## src/rtl/vga_timing_ctrl.sv

```systemverilog
// vga_timing_ctrl: VGA raster timing generator with a 2-cycle pixel fetch/output pipeline.
// Define VGA_TEST_PATTERN_EN to fill underflowed pixels with 8 vertical colour bars instead of black.
module vga_timing_ctrl #(
    parameter int H_ACTIVE = 640,
    parameter int H_FP     = 16,
    parameter int H_SYNC   = 96,
    parameter int H_BP     = 48,
    parameter int V_ACTIVE = 480,
    parameter int V_FP     = 10,
    parameter int V_SYNC   = 2,
    parameter int V_BP     = 33,
    parameter bit SYNC_POL = 1'b0
) (
    input  logic        clock,
    input  logic        reset,
    input  logic        i_enable,
    output logic        o_pix_req,
    output logic [9:0]  o_pix_x,
    output logic [9:0]  o_pix_y,
    input  logic        i_pix_valid,
    input  logic [23:0] i_pix_rgb,
    output logic        o_frame_start,
    output logic        o_data_en,
    output logic        o_hsync,
    output logic        o_vsync,
    output logic [7:0]  o_r,
    output logic [7:0]  o_g,
    output logic [7:0]  o_b,
    output logic        o_busy,
    output logic        o_underflow,
    input  logic        i_underflow_clr
);
    localparam logic [9:0] H_LAST = 10'(H_ACTIVE + H_FP + H_SYNC + H_BP - 1);
    localparam logic [9:0] V_LAST = 10'(V_ACTIVE + V_FP + V_SYNC + V_BP - 1);
    localparam logic [9:0] HA     = 10'(H_ACTIVE);
    localparam logic [9:0] VA     = 10'(V_ACTIVE);
    localparam logic [9:0] HS0    = 10'(H_ACTIVE + H_FP);
    localparam logic [9:0] HS1    = 10'(H_ACTIVE + H_FP + H_SYNC);
    localparam logic [9:0] VS0    = 10'(V_ACTIVE + V_FP);
    localparam logic [9:0] VS1    = 10'(V_ACTIVE + V_FP + V_SYNC);

    typedef enum logic [1:0] {IDLE, RUN, DRAIN} state_t;
    state_t state, state_nx;

    logic [9:0]  h_cnt, v_cnt;
    logic        h_end, v_end, hs_on, vs_on;
    logic        d1_de, d1_hs, d1_vs;
    logic [23:0] fill;

    assign h_end         = h_cnt == H_LAST;
    assign v_end         = v_cnt == V_LAST;
    assign hs_on         = h_cnt >= HS0 && h_cnt < HS1;
    assign vs_on         = v_cnt >= VS0 && v_cnt < VS1;
    assign o_busy        = state != IDLE;
    assign o_pix_req     = o_busy && h_cnt < HA && v_cnt < VA;
    assign o_pix_x       = h_cnt;
    assign o_pix_y       = v_cnt;
    assign o_frame_start = o_busy && h_cnt == '0 && v_cnt == '0;

    always_comb begin
        state_nx = state;
        case (state)
            IDLE:    state_nx = i_enable ? RUN : IDLE;
            RUN:     state_nx = i_enable ? RUN : DRAIN;
            DRAIN:   state_nx = i_enable ? RUN : (h_end && v_end) ? IDLE : DRAIN;
            default: state_nx = IDLE;
        endcase
    end

    always_ff @(posedge clock) begin
        state <= reset ? IDLE : state_nx;
    end

    // Counters sit at (0,0) while idle so the first RUN cycle is position (0,0).
    always_ff @(posedge clock) begin
        if (reset || state == IDLE) begin
            h_cnt <= '0;
            v_cnt <= '0;
        end else begin
            h_cnt <= h_end ? '0 : h_cnt + 10'd1;
            if (h_end)
                v_cnt <= v_end ? '0 : v_cnt + 10'd1;
        end
    end

`ifdef VGA_TEST_PATTERN_EN
    logic [9:0] d1_x;
    logic [2:0] bar;
    always_ff @(posedge clock) begin
        d1_x <= reset ? '0 : h_cnt;
    end
    assign bar  = 3'(d1_x / 10'(H_ACTIVE / 8));
    assign fill = {{8{bar[2]}}, {8{bar[1]}}, {8{bar[0]}}};
`else
    assign fill = '0;
`endif

    // Stage 1 tracks the request; stage 2 merges the returned pixel (or fill) with timing.
    always_ff @(posedge clock) begin
        if (reset) begin
            d1_de       <= 1'b0;
            d1_hs       <= 1'b0;
            d1_vs       <= 1'b0;
            o_data_en   <= 1'b0;
            o_hsync     <= ~SYNC_POL;
            o_vsync     <= ~SYNC_POL;
            o_r         <= '0;
            o_g         <= '0;
            o_b         <= '0;
            o_underflow <= 1'b0;
        end else begin
            d1_de           <= o_pix_req;
            d1_hs           <= hs_on;
            d1_vs           <= vs_on;
            o_data_en       <= d1_de;
            o_hsync         <= d1_hs ? SYNC_POL : ~SYNC_POL;
            o_vsync         <= d1_vs ? SYNC_POL : ~SYNC_POL;
            {o_r, o_g, o_b} <= !d1_de ? 24'h0 : i_pix_valid ? i_pix_rgb : fill;
            o_underflow     <= (d1_de && !i_pix_valid) || (o_underflow && !i_underflow_clr);
        end
    end
endmodule

```

## config.mk

```make
export PLATFORM = sky130hd
export DESIGN_NAME = vga_timing_ctrl
export DESIGN_NICKNAME = d
export VERILOG_FILES = /design/src/rtl/vga_timing_ctrl.sv
export SDC_FILE = /design/constraint.sdc
export NUM_CORES = 1
export LEC_CHECK = 0
export ABC_CLOCK_PERIOD_IN_PS = 1840
export CORE_MARGIN = 3
export CORE_UTILIZATION = 43
export DETAILED_ROUTE_END_ITERATION = 8
export GPL_ROUTABILITY_DRIVEN = 0
export GPL_TIMING_DRIVEN = 0
export PLACE_DENSITY_LB_ADDON = 0.3
export SKIP_LAST_GASP = 1
export SLEW_MARGIN = 25
export SYNTH_ARGS = -nofsm -noshare
export SYNTH_HDL_FRONTEND = slang
export SYNTH_SLANG_ARGS = --single-unit
```

## constraint.sdc

```tcl
create_clock -name clock -period 1.84 [get_ports clock]
set_input_delay 0.368 -clock clock [delete_from_list [all_inputs] [get_ports clock]]
set_output_delay 0.368 -clock clock [all_outputs]
set_load 0.02 [all_outputs]
```

Yosys cells after proc, flatten, opt, wreduce, memory -nomap -nowiden
Cells that the tools add are included.
{"block": "word_totals", "register_bits": 53, "in_bits": 29, "output_inout_bits": 51, "word_cells": 54}
{"block": "op_classes", "addsub": 2, "n_lt_le_gt_ge": 6, "n_eq_ne": 4, "n_mux": 8, "bitwise_logic": 2, "n_reduce_logical": 19}
{"cell": "adder 10 x 1 -> 10 bit (second input constant)", "n": 2}
{"cell": "== test 10 bit (second input constant)", "n": 2}
{"cell": "zero test 10 bit", "n": 2}
{"cell": "< comparator 10 bit (second input constant)", "n": 2}
{"cell": "< comparator 10 x 9 -> 1 bit (second input constant)", "n": 2}
{"cell": "greater-or-equal comparator 10 bit (second input constant)", "n": 1}
{"cell": "greater-or-equal comparator 10 x 9 -> 1 bit (second input constant)", "n": 1}
{"cell": "2-to-1 mux 10 bit", "n": 1}
{"cell": "logical AND 1 bit", "n": 9}
{"cell": "2-to-1 mux 2 bit", "n": 3}
{"cell": "one-hot mux 2 bit (3 select lines)", "n": 1}
{"cell": "2-to-1 mux 1 bit", "n": 3}
{"cell": "OR reduction 3 bit", "n": 1}
{"cell": "== test 2 x 1 -> 1 bit (second input constant)", "n": 1}
{"cell": "== test 2 bit (second input constant)", "n": 1}
{"cell": "zero test 1 bit", "n": 2}
{"cell": "zero test 2 bit", "n": 1}
{"cell": "logical OR 1 bit", "n": 2}
{"cell": "inverter 1 bit", "n": 2}
{"cell": "nonzero test 2 bit", "n": 1}
{"cell": "OR reduction 2 bit", "n": 1}

Depth between registers and ports, before layout
{"block": "depth", "depth_word": 5, "ltp_mapped": 7, "depth_no_buf": 6}

Worst setup path after synthesis
OpenSTA, ideal clock, no wires.
{"block": "synth_timing", "path_type": "flip-flop to output port", "startpoint": "register v_cnt[2] (netlist: o_pix_y[2])", "endpoint": "output port o_frame_start", "t_arrival_ps": 1510, "required_ps": 1472, "path_slack_ps": -38, "path_stages_with_launch": 4, "path_buffers": 1, "cell_sequence": "dfxtp_1 -> clkbuf_1 -> or4_1 -> nor3_1"}
{"block": "synth_between", "elab_chain_len": 2}
{"item": "start, declared", "line": "45", "rtl": "logic [9:0] h_cnt, v_cnt;"}
{"item": "start signal, assigned", "line": "82", "rtl": "v_cnt <= v_end ? '0 : v_cnt + 10'd1;"}
{"item": "zero test 10 bit", "line": "58", "rtl": "assign o_frame_start = o_busy && h_cnt == '0 && v_cnt == '0;"}
{"item": "logical AND 1 bit", "line": "58"}
{"item": "end, declared", "line": "22", "rtl": "output logic o_frame_start,"}
No other way between the ends.

Final worst setup path
{"block": "layout_timing", "startpoint": "register v_cnt[9] (netlist: o_pix_y[9])", "endpoint": "output port o_frame_start"}
Same word-level chain as after synthesis.

==> impl_metrics.py <==
metrics = {
    "placed_design": {
        "portBuffers": 79,
        "dpl.hpwl_mm": 3.48,
        "dp_cells": 339,
    },
    "sta": {
        "setup_viol": 1,
        "timing.final.ws_setup_ps": -82.5,
        "hold_viol": 0,
        "max_freq_mhz": 520,
        "slew_headroom": 0.715,
        "drv_slew": 0,
        "rsz0062_at_grt": "yes",
        "period_needed_ps": 1920,
        "min_period_over_period": 1.04,
        "tns_ps": -82.5,
        "hold_slack_ps": 387,
        "tightest_slew_ps": 428,
        "finClkSkew_ps": 7.56,
    },
    "yosys": {
        "ys.flop_type": "dfxtp_1",
        "yosys_register_bits": 53,
        "ys_warn_count": 0,
        "synth-edff-count": 0,
        "synth.area.top_cells": "dfxtp_1 (52%), and3_1 (9.0%), nor2_1 (3.5%)",
        "avgSynthCellArea_um2": 9.73,
        "synthesis.area_um2": 2020,
        "ys_seq_area_frac": 0.524,
        "synth.distinct_cells": 35,
        "syn_nets": 242,
        "synthCells": 208,
        "synth_top_area_share": 0.524,
        "yosys.area.top_type": "dfxtp_1",
        "async_reset_ff_frac": 0,
    },
    "global_routing": {
        "grt_pass1_vias": 1614,
        "antenna_found_initial": 0,
        "grt_max_degree": 17,
        "grt_pass1_wl_mm": 7.45,
        "overflow": 0,
        "globalRouteTotalUtil": 0.173,
    },
    "route": {
        "avgViaCountPerCell": 5.15,
        "first_pass_iters": 4,
        "drtAntennaViolNets": 0,
        "wl_per_cell_um": 14.3,
        "num_vias": 1802,
        "drt_iter0_drc": 50,
        "drt_wl_total_mm": 5.01,
        "drcViolationCount": 0,
    },
    "die": {
        "dieHeight_um": 74.6,
        "dieArea_um2": 5560,
        "rows": 24,
        "initial_core_util": 0.455,
        "die_x_um": 74.6,
        "io_pins": 80,
        "core_area_um2": 4440,
    },
    "final_layout": {
        "final_cell_mix": "clkdlybuf4s50_1 (75), dfxtp_1 (38), and3_1 (29)",
        "layout_commonest_cell": "clkdlybuf4s50_1",
        "final_cells": 350,
        "layout-area-overhead-vs-synth_pct": 55.7,
        "layout-drive-gt1-share": 0.181,
        "nNetsFinal": 331,
        "fillers": 344,
        "antenna_cells": 0,
    },
    "min_path": {
        "hp-class": "reg -> reg",
        "hold_depth": 1,
        "worstHoldStart": "d1_hs",
    },
    "power_and_ir_drop": {
        "irDropWorstVdd_mv": 0.354,
        "fin_total_pwr_mw": 1.97,
        "power.density_nw_per_um2": 624,
        "p_leak_nw": 1.30,
    },
    "critical_path": {
        "r2r-start": "o_pix_x[0]",
        "worstPathRequired_ps": 1470,
        "reg2reg_depth": 6,
        "r2r_setup_slack_ps": 140,
        "crit_fanout": 6,
        "cp_data_arrival_time_ps": 1550,
        "crit_type": "reg -> out",
        "start_kind": "register",
        "critPathCaptureType": "primary output",
        "crit_start": "o_pix_y[9]",
    },
    "flow_run": {
        "drv_cap": 0,
    },
    "outcome": {
        "status": "complete, but fails checks",
        "violations": "setup timing",
    },
    "cts": {
        "cts_root_buf": "clkbuf_8",
        "cts_max_level": 2,
        "cts_tree": "done",
        "clock_latency_ps": 300,
        "clkTransAtPathRegs_ps": 90,
        "numCtsBuffers": 5,
        "cts_max_path_buffers": 2,
        "hold_buffers": 0,
        "cts_sinks": 53,
    },
}
[per-stage QoR]
| stage | cell area, µm² | util | worst slack [ps] |
|---|---|---|---|
| after floorplan | 2030 | - | 12.6 |
| after global placement | 2880 | 0.649 | -359 |
| after detailed placement | 2880 | 0.649 | -347 |
| after CTS | 3000 | 0.676 | -94.5 |
| after global routing | 3150 | 0.709 | -127 |
| final | 3150 | 0.709 | -82.5 |
[cell usage after synthesis (5+ instances only)]
| cell type | count |
|---|---|
| and3_1 | 29 |
| xor2_1 | 7 |
| nand2_1 | 6 |
| nor2_1 | 19 |
| nand4_1 | 6 |
| nand3_1 | 10 |
| nor3_1 | 7 |
| inv_1 | 7 |
| xnor2_1 | 5 |
| clkbuf_1 | 8 |
| dfxtp_1 | 53 |
| nand2b_1 | 5 |
| ha_1 | 5 |
[worst paths after layout]
kind                   end
max reg2reg     o_pix_y[8]
min reg2reg        o_hsync
max          o_frame_start
min                o_hsync
[layout make-up]
type | count | area, µm² | share of cell area
flip-flops and latches | 53 | 1090 | 0.347
multi-input cells | 136 | 991 | 0.315
repair buffers | 86 | 847 | 0.269
clock buffers | 6 | 72.6 | 0.0230
well taps | 52 | 65.1 | 0.0207
plain buffers | 8 | 38.8 | 0.0123
inverters | 7 | 28.8 | 0.00913
clock inverters | 2 | 15.0 | 0.00477
[flip-flops by register name, summed over array words and instances (netlist names)]
name and count:
o_pix_x 10, o_pix_y 10, o_b 8, o_g 8, o_r 8, state 2, d1_de 1, d1_hs 1
d1_vs 1, o_data_en 1, o_hsync 1, o_underflow 1, o_vsync 1
[power by group]
group | switching (mW) | total (mW) | leakage [nW] | internal [mW]
clock | 0.363 | 0.631 | 0.0374 | 0.268
sequential | 0.00868 | 1.16 | 0.437 | 1.15
combinational | 0.0695 | 0.174 | 0.822 | 0.104
[critical path: stages (launching register included)]
cell and delay (ps):
dfxtp_4 370, or4_4 540, nor3_4 190, buf_6 140
[logic make-up after synthesis]
group,count (synthesis),share of synthesized area
AOI/OAI and AO/OA,16,0.0544
xor gates and xnor gates,12,0.0519
adders and majority gates,5,0.0309
buffers and inverters,19,0.0402
DFF,53,0.524
muxes,1,0.00495
and+or+nand+nor,102,0.293
[routing by layer]
metal / vias to the layer above / routed length [µm] / track usage
met5: - / 0 / 0
met4: 0 / 26 / 0.0593
met3: 2 / 441 / 0.0405
met2: 85 / 2270 / 0.278
met1: 818 / 2280 / 0.229
li1: 897 / - / -
[what timing repair did]
action	4_1_cts	5_1_grt
pin swaps	0	3
endpoints found under the setup margin	3	11
setup buffers	0	7
gates resized for setup	26	32
Note: power is estimated with default switching activity, not from simulation.
